==> config.mk <==
export PLATFORM = sky130hd
export DESIGN_NAME = mod_counter
export DESIGN_NICKNAME = d
export VERILOG_FILES = /design/src/rtl/mod_counter_pkg.sv /design/src/rtl/mod_counter_next.sv /design/src/rtl/mod_counter.sv
export SDC_FILE = /design/constraint.sdc
export NUM_CORES = 1
export LEC_CHECK = 0
export CORE_MARGIN = 1
export CORE_UTILIZATION = 40
export CTS_CLUSTER_SIZE = 10
export DETAILED_ROUTE_END_ITERATION = 7
export PLACE_DENSITY = 0.74
export SETUP_SLACK_MARGIN = 0.1
export SLEW_MARGIN = 20
export SYNTH_ARGS = -nofsm -noshare
export SYNTH_HDL_FRONTEND = slang
export SYNTH_SLANG_ARGS = --single-unit
==> constraint.sdc <==
create_clock -name clock -period 1.9 [get_ports clock]
set_input_delay 0.57 -clock clock [delete_from_list [all_inputs] [get_ports clock]]
set_output_delay 0.57 -clock clock [all_outputs]
set_load 0.02 [all_outputs]
==> src/rtl/mod_counter_pkg.sv <==
// Shared types and constants for the modulo up/down counter.
package mod_counter_pkg;

    typedef enum logic [1:0] {
        ST_IDLE = 2'd0,
        ST_RUN  = 2'd1,
        ST_DONE = 2'd2
    } state_t;

    localparam logic DIR_DOWN = 1'b0;
    localparam logic DIR_UP   = 1'b1;

endpackage

==> src/rtl/mod_counter_next.sv <==
// Combinational next-value and wrap calculator for a modulo-MODULUS count,
// shared by the up and down directions.
module mod_counter_next
    import mod_counter_pkg::*;
#(
    parameter int WIDTH   = 4,
    parameter int MODULUS = 16
) (
    input  logic [WIDTH-1:0] q,
    input  logic             up_dn,
    output logic [WIDTH-1:0] next,
    output logic             wrap
);

    localparam logic [WIDTH-1:0] MAX = WIDTH'(MODULUS - 1);
    localparam logic [WIDTH-1:0] ONE = WIDTH'(1);

    // Explicit compare against MAX even for MODULUS == 2**WIDTH, so the wrap
    // flag is produced the same way for every modulus.
    always_comb begin
        next = q;
        wrap = 1'b0;
        if (up_dn == DIR_UP) begin
            if (q == MAX) begin
                next = '0;
                wrap = 1'b1;
            end else begin
                next = q + ONE;
            end
        end else begin
            if (q == '0) begin
                next = MAX;
                wrap = 1'b1;
            end else begin
                next = q - ONE;
            end
        end
    end

endmodule

==> src/rtl/mod_counter.sv <==
// Falling-edge modulo-MODULUS up/down counter with load, enable, one-shot mode
// and terminal-count pulse. Define MOD_COUNTER_GRAY_EN to add the q_gray output.
module mod_counter
    import mod_counter_pkg::*;
#(
    parameter int WIDTH   = 4,
    parameter int MODULUS = 16
) (
    input  logic             clock,
    input  logic             clear,
    input  logic             en,
    input  logic             up_dn,
    input  logic             load,
    input  logic [WIDTH-1:0] load_val,
    input  logic             one_shot,
    input  logic             start,
    output logic [WIDTH-1:0] q,
    output logic             tc,
    output logic             busy,
    output logic             done
`ifdef MOD_COUNTER_GRAY_EN
    ,
    output logic [WIDTH-1:0] q_gray
`endif
);

    localparam logic [WIDTH-1:0] MAX = WIDTH'(MODULUS - 1);

    generate
        if (MODULUS < 2 || MODULUS > (2 ** WIDTH)) begin : g_bad_modulus
            $error("mod_counter: MODULUS must satisfy 2 <= MODULUS <= 2**WIDTH");
        end
    endgenerate

    state_t           state_q, state_d;
    logic [WIDTH-1:0] q_d;
    logic             tc_d;
    logic [WIDTH-1:0] cnt_next;
    logic             cnt_wrap;
    logic [WIDTH-1:0] load_clamped;

    mod_counter_next #(
        .WIDTH   (WIDTH),
        .MODULUS (MODULUS)
    ) u_next (
        .q     (q),
        .up_dn (up_dn),
        .next  (cnt_next),
        .wrap  (cnt_wrap)
    );

    assign load_clamped = (load_val > MAX) ? MAX : load_val;

    // Priority: load > count > hold. start only matters outside RUN, and a
    // load on the same edge still lets start move the FSM into RUN.
    always_comb begin
        state_d = state_q;
        q_d     = q;
        tc_d    = 1'b0;
        if (load) begin
            q_d = load_clamped;
            if (start && state_q != ST_RUN) state_d = ST_RUN;
        end else begin
            case (state_q)
                ST_IDLE, ST_DONE: begin
                    if (start) state_d = ST_RUN;
                end
                ST_RUN: begin
                    if (en) begin
                        q_d  = cnt_next;
                        tc_d = cnt_wrap;
                        if (cnt_wrap && one_shot) state_d = ST_DONE;
                    end
                end
                default: state_d = ST_IDLE;
            endcase
        end
    end

    always_ff @(negedge clock or posedge clear) begin
        if (clear) begin
            state_q <= ST_IDLE;
            q       <= '0;
            tc      <= 1'b0;
            busy    <= 1'b0;
            done    <= 1'b0;
        end else begin
            state_q <= state_d;
            q       <= q_d;
            tc      <= tc_d;
            busy    <= (state_d == ST_RUN);
            done    <= (state_d == ST_DONE);
        end
    end

`ifdef MOD_COUNTER_GRAY_EN
    always_ff @(negedge clock or posedge clear) begin
        if (clear) q_gray <= '0;
        else       q_gray <= q_d ^ (q_d >> 1);
    end
`endif

endmodule

# Yosys cells after proc, flatten, opt, wreduce, memory -nomap -nowiden
# Index checks and enable logic that the tools add are counted.
# op_classes
add_sub_neg,2
n_lt_le_gt_ge,1
eq_ne,6
mux,19
reduce_logical,8
# ops
operator,count
$mux 4,7
$mux 2,5
$mux 1,6
$add 4x1->4 const B,1
$eq 2x1->1 const B,2
$eq 2x2->1 const B,2
$eq 4x4->1 const B,1
$gt 4x4->1 const B,1
$logic_not 4->1,1
$pmux 2 s2,1
$reduce_bool 2->1,2
$sub 4x1->4 const B,1
$logic_and 1x1->1,2
$logic_not 2->1,1
$ne 2x1->1 const B,1
$reduce_and 2->1,1
$reduce_or 2->1,1
# totals
regBits,9
elab_cells,41

# Depth between registers and ports, before layout
# Gate-level depths: netlist of run 1.
# logic_depth
depth_word,9
ltp_mapped,6

# Modules after synthesis
# From an unflattened synthesis of run 1, not the netlist that was laid out.
# unflattened
cells_unflattened,58
hier_area_um2,595.6
# by_module_without_submodules
module,n_inst,cells_each,area_per_inst_um2,seq_area_each_um2
mod_counter,1,35,442.9,225.2
mod_counter_next,1,23,152.6,0.0

==> metrics.cfg, run 1 <==
[synth]
synth.yosys.warnings = 0
synth_commonest_cells = 9 x dfrtn_1, 7 x inv_1, 5 x a21oi_1, 5 x nor2b_1
yosys.cell_count.top_type = dfrtn_1
synth_xor_area_frac = 0.02966
synth_area_per_cell_um2 = 9.228
synth.yosys.seq_area_share = 0.3814
ys_seq_elements = 9
netlist_top_cells_area = dfrtn_1 38%, ha_1 6.4%, nor2b_1 5.3%
yosys.area_share.adder = 0.06356
synth_top_area_share = 0.3814
synth-compound-area-share = 0.2331
synth_async_sr_flop_share = 1.000
synth.area.mux_share = 0
post_synth_inst_count = 64
count_of_flip_flops_with_a_built_in_enable_after_synthesis = 0
synth_largest_area_cell = dfrtn_1
area_fraction_in_and_or_nand_and_nor_cells_after_synthesis = 0.2415
netlist-cell-type-count = 27
ys_dominant_reg_cell = dfrtn_1
combinational_family_with_the_most_area_after_synthesis = simple AND/OR/NAND/NOR gates
syn_nets = 78
post_synth_instance_area_um2 = 590.6

[setup_path]
path_max_fanout = 2
cpLargestDelayFamily = flip-flops
data_required_time_of_the_worst_path_ns = 1.33
endpoint_kind = primary output
list_of_cells_traversed_by_the_critical_path = buf_6
worst_ep_arrival_time_ns = 1.78
slowest_stage = dfrtn_1
worstSetupPathType = reg2out
timing.critical_path.from_type = flip-flop
critPathMaxStageDelay_ns = 0.43
timing.critical_path.buf_inv = 1

[timing]
setup_ws_ns = -0.4500
report.final.hold_viol_count = 0
maxSlewViolCount = 0
final.hold.worst_slack_ns = 0.4800
timing.clock.skew_ns = 0.004460
rsz0062_at_grt = true
tightestPinTransition_ns = 0.2834
setup_tns_ns = -5.546
finalSetupViolations = 16
relSlewSlack = 0.8102

[run_status]
failed_checks = setup timing
status = complete, but fails checks

[global_route]
first_global_vias = 575
pin_count_of_the_biggest_net_entering_global_routing = 9
grt_first_pass_wirelength_um = 2504
groute.usage.overall = 0.2423
antenna_found_initial = 0
total_gr_overflow = 0

[place]
dpl_cell_area_um2 = 919.6
dp.cells = 111
sum_of_net_half_perimeters_after_detailed_placement_um = 1249
routabilityCongestion = 0.8217
detailedPlace.worstSlack_ns = -1.064
numPortBuffers = 17

[cts]
cts_tree = done
cts-buffers-inserted = 3
numClockSinks = 9
cts-root-to-sink-buffers = 2
clk_root_buffer_cell = clkbuf_4
insertion_delay_ns = 0.27
cts.reportedPaths.clkPinSlew_ns = 0.05
htree_num_levels = 1
cts.hold.buffers_added = 0

[floorplanning]
core.rowCount = 13
placeableCoreArea_um2 = 1334
fp.dieH_um = 40.43
fp.dieW_um = 40.43
floorplan.initialDensity = 0.4428
die-area_um2 = 1634
io_count = 18

[pwr]
p_total_uw = 772.0
p_leak_nw = 0.4979
power_density_nw_per_um2 = 708.4
irDropWorstVdd_uv = 520.3

[route]
remaining_antenna_violation_count = 0
routed_wire_length_per_instance_um = 14.95
firstDrtPassIters = 4
vias = 665
first_iter_violations = 27
routed_wirelength_um = 1824
avgViaCountPerCell = 5.451
drcViolationCount = 0

[finish]
synthToLayoutAreaGrowth_pct = 84.53
layout-drive-gt1-share = 0.4860
final_cells = 122
final_net_count = 122
finalInstanceArea_um2 = 1090
diode_count = 0
final_util = 0.8171

[min_path]
hold_path_class = reg2reg

[job]
max-cap-violations = 0

## cell usage in the layout, fill, tap and decap left out, types with 3 or more instances in the layout
cell,instances
dfrtn_1,9
inv_1,7
nor2b_1,3
a21oi_1,4
nand2_1,4
buf_4,18
clkdlybuf4s50_1,5
clkbuf_4,3
buf_6,12
ha_1,3
## report_power, final
group	internal, mW	switching (mW)
sequential	0.215	0.0165
clock	0.0812	0.0750
combinational	0.201	0.183
## cell families after synthesis
| group | Yosys count |
|---|---|
| AOI/OAI and AO/OA | 20 |
| adders and majority gates | 3 |
| xor gates and xnor gates | 2 |
| DFF | 9 |
| and+or+nand+nor | 22 |
| buffers and inverters | 8 |
## final timing paths
kind | slack, ns | from | to | cells past startpoint
min | 0.48 | state_q[0] | done | 1
min in group asynchronous | 1.45 | clear | q[1] | 3
max in group asynchronous | 0.31 | clear | q[2] | 3
max reg2reg | -0.11 | q[1] | q[3] | 9
min reg2reg | 0.48 | state_q[0] | done | 1
max | -0.45 | q[0] | q[0] | 1
## sequential cells by signal, summed over array words and instances (netlist names)
name     cells
busy         1
done         1
state_q      2
tc           1
q            4
## cell type report
cell class	count	area, um2
Clock buffer	4	26.28
Fill cell	80	244.0
Inverter	7	26.28
Multi-Input combinational cell	47	409.1
Sequential cell	9	225.2
Tap cell	15	18.77
Timing Repair Buffer	40	384.1
## routing by layer
| metal | track usage | vias to the layer above | part of all wire |
|---|---|---|---|
| li1 | - | 316 | - |
| met2 | 0.4167 | 31 | 0.51 |
| met1 | 0.3010 | 314 | 0.41 |
| met5 | 0 | - | 0 |
| met3 | 0.05000 | 4 | 0.063 |
| met4 | 0.06667 | 0 | 0.018 |
## what timing repair did
item | CTS | global route
buffers inserted | 4 | 3
pin swaps | 9 | 5
hold endpoints to repair | 0 | 0
resized for setup | 76 | 4
endpoints found under the setup margin | 16 | 16
(Power assumes the default switching activity.)
==> run 2: changes to the inputs <==
- REMOVE_ABC_BUFFERS: default -> 1
==> metrics.cfg, run 2 (synthesized netlist as in run 1, its figures left out) <==
[run_status]
status = complete, but fails checks
failed_checks = setup timing

[setup_path]
worstSetupPathType = reg2out
endpoint_kind = primary output
worstSetupPathDepth = 1
path_max_fanout = 2
worst_ep_arrival_time_ns = 1.79
list_of_cells_traversed_by_the_critical_path = buf_6
timing.critical_path.from_type = flip-flop
regToRegStartpoint = q[1]
r2r.worst_path.cells = 7
cpLargestDelayFamily = flip-flops
setup_slack_reg_to_reg_ns = 0.10
critPathMaxStageDelay_ns = 0.44
critical_path.startpoint = q[1]
reg2reg_to = state_q[0]
slowest_stage = dfrtn_1
timing.critical_path.buf_inv = 1
worst_setup_path_endpoint = q[1]
data_required_time_of_the_worst_path_ns = 1.33

[pwr]
p_leak_nw = 0.4989
irDropWorstVdd_uv = 435.8
power.share.clock = 0.196
power.share.sequential = 0.300
power_density_nw_per_um2 = 695.7
net_sw_power_uw = 279.8
power.combinational.fraction = 0.503
p_sw_frac = 0.3628
internal-power_uw = 491.4

[finish]
final_net_count = 122
synthToLayoutAreaGrowth_pct = 87.71
layout_commonest_cell = buf_4
layout-drive-gt1-share = 0.4953
final_cells = 122
most_used_cells_in_the_layout_excluding_fill_and_tap_cells = 17 x buf_4, 13 x buf_6, 9 x dfrtn_1, 7 x inv_1
largest_register_ffs = 4
largest_register = q
layout_top_registers = q (4), state_q (2)
diode_count = 0

[global_route]
globalRouteMet1Util = 0.2939
total_gr_overflow = 0
groute.usage.overall = 0.2649
groute.layer.met3.usage = 0.08333
grt_first_pass_wirelength_um = 2718
antenna_found_initial = 0
first_global_vias = 661
busiest_layer = met2
met2_usage = 0.4643
pin_count_of_the_biggest_net_entering_global_routing = 9

[cts]
htree_num_levels = 1
insertion_delay_ns = 0.28
cts-root-to-sink-buffers = 2
clk_root_buffer_cell = clkbuf_4
numClockSinks = 9
cts.reportedPaths.clkPinSlew_ns = 0.05
cts_tree = done
cts-buffers-inserted = 3

[route]
routed_wire_length_per_instance_um = 16.19
vias = 679
first_iter_violations = 7
firstDrtPassIters = 4
routed_wirelength_um = 1975
drcViolationCount = 0
avgViaCountPerCell = 5.566
remaining_antenna_violation_count = 0

[floorplanning]
placeableCoreArea_um2 = 1334
io_count = 18
fp.dieH_um = 40.43
core.rowCount = 13
fp.dieW_um = 40.43
floorplan.initialDensity = 0.4428
die-area_um2 = 1634

[place]
routabilityCongestion = 0.8642
dp.cells = 112
numPortBuffers = 17
sum_of_net_half_perimeters_after_detailed_placement_um = 1250

[timing]
tightestPinTransition_ns = 0.2984
setup_ws_ns = -0.4624
report.final.hold_viol_count = 0
setup_tns_ns = -5.388
rsz0062_at_grt = true
timing.clock.skew_ns = 0.003809
relSlewSlack = 0.8006
finalSetupViolations = 16
final.hold.worst_slack_ns = 0.4418
maxSlewViolCount = 0

[min_path]
hold_path_class = reg2reg

[job]
max-cap-violations = 0

run 2: cell count changes in the layout (fill, tap and decap cells not counted), sizes merged:
cell and delta:
buf +1, clkdlybuf4s50 -1
run 2: timing repair:
item / in CTS / in global routing
pin swaps: 9 / 9
hold endpoints to repair: 0 / 0
setup buffers: 4 / 3
cloned: 0 / 0
resized for setup: 82 / 10
endpoints found under the setup margin: 16 / 16
hold buffers: 0 / 0
run 2: routing by layer:
layer  part of all wire  routed length [um]
met5                  0                   0
met4              0.016                  31
met1               0.42                 822
met3              0.035                  69
met2               0.53                1051
run 2: layout make-up:
cell class | instances | area (um2)
Sequential cell | 9 | 225.2
Tap cell | 15 | 18.77
Inverter | 7 | 26.28
Clock buffer | 4 | 26.28
Multi-Input combinational cell | 47 | 420.4
Fill cell | 91 | 225.2
Timing Repair Buffer | 40 | 391.6
run 2: worst min-delay path by stage:
stage	start	to	slack [ns]	cells after the start
3_5_place_dp	state_q[0]	done	0.45	1
4_1_cts	state_q[0]	done	0.46	1
2_1_floorplan	state_q[0]	done	0.38	1
6_report	state_q[0]	done	0.44	1
5_1_grt	state_q[0]	done	0.46	1
3_3_place_gp	state_q[0]	done	0.44	1
run 2: power groups by stage:
stage | logic [mW] | clock network (mW) | registers (mW)
after detailed placement | 0.309 | 0 | 0.231
after global routing | 0.414 | 0.165 | 0.235
after global placement | 0.300 | 0 | 0.229
after floorplan | 0.113 | 0 | 0.275
final | 0.388 | 0.151 | 0.232
after CTS | 0.352 | 0.152 | 0.231
run 2: stage by stage:
| step | util | setup slack [ns] | instance area [um2] | total power, mW |
|---|---|---|---|---|
| 2_1_floorplan | - | -0.4674 | 586.8 | 0.3880 |
| 3_3_place_gp | 0.6867 | -1.024 | 915.9 | 0.5290 |
| 3_5_place_dp | 0.6867 | -1.076 | 915.9 | 0.5397 |
| 4_1_cts | 0.7852 | -0.4647 | 1047 | 0.7351 |
| 5_1_grt | 0.8311 | -0.4919 | 1109 | 0.8132 |
| 6_report | 0.8311 | -0.4624 | 1109 | 0.7712 |
==> run 3: changes to the inputs <==
- CORE_MARGIN: 1 -> 1.5
==> metrics.cfg, run 3 (synthesized netlist as in run 1, its figures left out) <==
[timing]
final.hold.worst_slack_ns = 0.4667
relSlewSlack = 0.7742
report.final.hold_viol_count = 0
timing.clock.skew_ns = 0.002063
finalSetupViolations = 16
maxSlewViolCount = 0
rsz0062_at_grt = true
setup_ws_ns = -0.4571
tightestPinTransition_ns = 0.3380

[global_route]
total_gr_overflow = 0
first_global_vias = 676
pin_count_of_the_biggest_net_entering_global_routing = 9
antenna_found_initial = 0
groute.usage.overall = 0.2428
grt_first_pass_wirelength_um = 3111

[finish]
synthToLayoutAreaGrowth_pct = 93.64
fillerInstances = 79
most_used_cells_in_the_layout_excluding_fill_and_tap_cells = 22 x buf_4, 13 x buf_6, 9 x dfrtn_1, 7 x inv_1
final_cells = 128
finalInstanceArea_um2 = 1144
largest_register = q
layout_top_registers = q (4), state_q (2)
largest_register_ffs = 4
diode_count = 0
final_util = 0.8574
final_net_count = 128
layout-drive-gt1-share = 0.5221
layout_commonest_cell = buf_4

[floorplanning]
fp.dieW_um = 41.43
io_count = 18
core.rowCount = 13
floorplan.initialDensity = 0.4428
fp.dieH_um = 41.43
die-area_um2 = 1716
placeableCoreArea_um2 = 1334

[pwr]
power.combinational.fraction = 0.503
power_density_nw_per_um2 = 689.7
p_leak_nw = 0.5361
irDropWorstVdd_uv = 784.3
power.share.sequential = 0.295
internal-power_uw = 502.7
power.share.clock = 0.202
net_sw_power_uw = 286.1
p_sw_frac = 0.3627

[route]
vias = 709
first_iter_violations = 14
routed_wirelength_um = 2096
routed_wire_length_per_instance_um = 16.38
firstDrtPassIters = 4
remaining_antenna_violation_count = 0
drcViolationCount = 0
avgViaCountPerCell = 5.539

[cts]
cts.hold.buffers_added = 0
cts_tree = done
cts.reportedPaths.clkPinSlew_ns = 0.05
numClockSinks = 9
cts-root-to-sink-buffers = 2
insertion_delay_ns = 0.27
htree_num_levels = 1
clk_root_buffer_cell = clkbuf_4
cts-buffers-inserted = 3

[setup_path]
regToRegStartpoint = q[0]
cpLargestDelayFamily = flip-flops
path_max_fanout = 2
worstSetupPathType = reg2out
endpoint_kind = primary output
timing.critical_path.from_type = flip-flop
worst_ep_arrival_time_ns = 1.79
timing.critical_path.buf_inv = 1
list_of_cells_traversed_by_the_critical_path = buf_6
slowest_stage = dfrtn_1
setup_slack_reg_to_reg_ns = -0.04
reg2reg_to = done
r2r.worst_path.cells = 9
data_required_time_of_the_worst_path_ns = 1.33
critPathMaxStageDelay_ns = 0.44

[place]
dpl_cell_area_um2 = 900.9
routabilityCongestion = 0.8569
sum_of_net_half_perimeters_after_detailed_placement_um = 1218
numPortBuffers = 17
dp.cells = 110

[job]
max-cap-violations = 0

[run_status]
failed_checks = setup timing
status = complete, but fails checks

[min_path]
hold_path.startpoint = state_q[0]
hold_path_class = reg2reg
worstHoldPathCells = 1
worst_hold_endpoint = done

## run 3: metrics by stage
step                      setup TNS (ns)  setup WS [ns]  power, mW
after CTS                         -5.175        -0.4676     0.7519
after floorplan                   -4.043        -0.4674     0.3880
after detailed placement          -13.15         -1.109     0.5331
after global placement            -12.76         -1.023     0.5254
after global routing              -6.031        -0.4884     0.8304
final                             -5.433        -0.4571     0.7888
## run 3: final cells by class
| cell class | count | area [um2] | area share |
|---|---|---|---|
| Tap cell | 15 | 18.77 | 0.01641 |
| Multi-Input combinational cell | 47 | 414.1 | 0.3621 |
| Clock buffer | 4 | 26.28 | 0.02298 |
| Timing Repair Buffer | 46 | 432.9 | 0.3786 |
| Sequential cell | 9 | 225.2 | 0.1969 |
| Inverter | 7 | 26.28 | 0.02298 |
## run 3: metal layers
layer	track usage	wire length, um	up-vias
met5	0	0	-
met4	0.1484	91	0
met3	0.05652	88	8
met2	0.3844	1032	32
met1	0.2954	883	338
li1	-	-	331
## run 3: how the worst max path moves through the flow
| stage | endpoint | slack, ns | depth (start not counted) | from |
|---|---|---|---|---|
| 6_report | q[2] | -0.46 | 1 | q[2] |
| 4_1_cts | q[2] | -0.47 | 1 | q[2] |
| 3_5_place_dp | state_q[0] | -1.11 | 5 | up_dn |
| 2_1_floorplan | state_q[0] | -0.47 | 4 | up_dn |
| 3_3_place_gp | state_q[0] | -1.02 | 5 | up_dn |
| 5_1_grt | q[2] | -0.49 | 1 | q[2] |
## run 3: worst reg2reg max path: cells and delay by family (launching register included)
family / cells / cell delay, ns
adder cells (fa/ha/maj): 1 / 0.26
AND/OR/NAND/NOR: 1 / 0.23
flip-flops: 1 / 0.35
buffers and inverters: 5 / 0.66
AO/OA/AOI/OAI: 2 / 0.28
## run 3: power by group through the flow
stage	registers [mW]	logic, mW	clock network, mW
detailed placement	0.230	0.303	0
CTS	0.231	0.357	0.164
global route	0.234	0.426	0.170
floorplan	0.275	0.113	0
global placement	0.229	0.296	0
finish	0.233	0.397	0.159
## run 3: timing repair
| item | in CTS | in global routing |
|---|---|---|
| setup endpoints to repair | 16 | 16 |
| gates resized for setup | 85 | 6 |
| setup buffers | 9 | 6 |
| hold endpoints to repair | 0 | 0 |
| pin swaps | 17 | 11 |
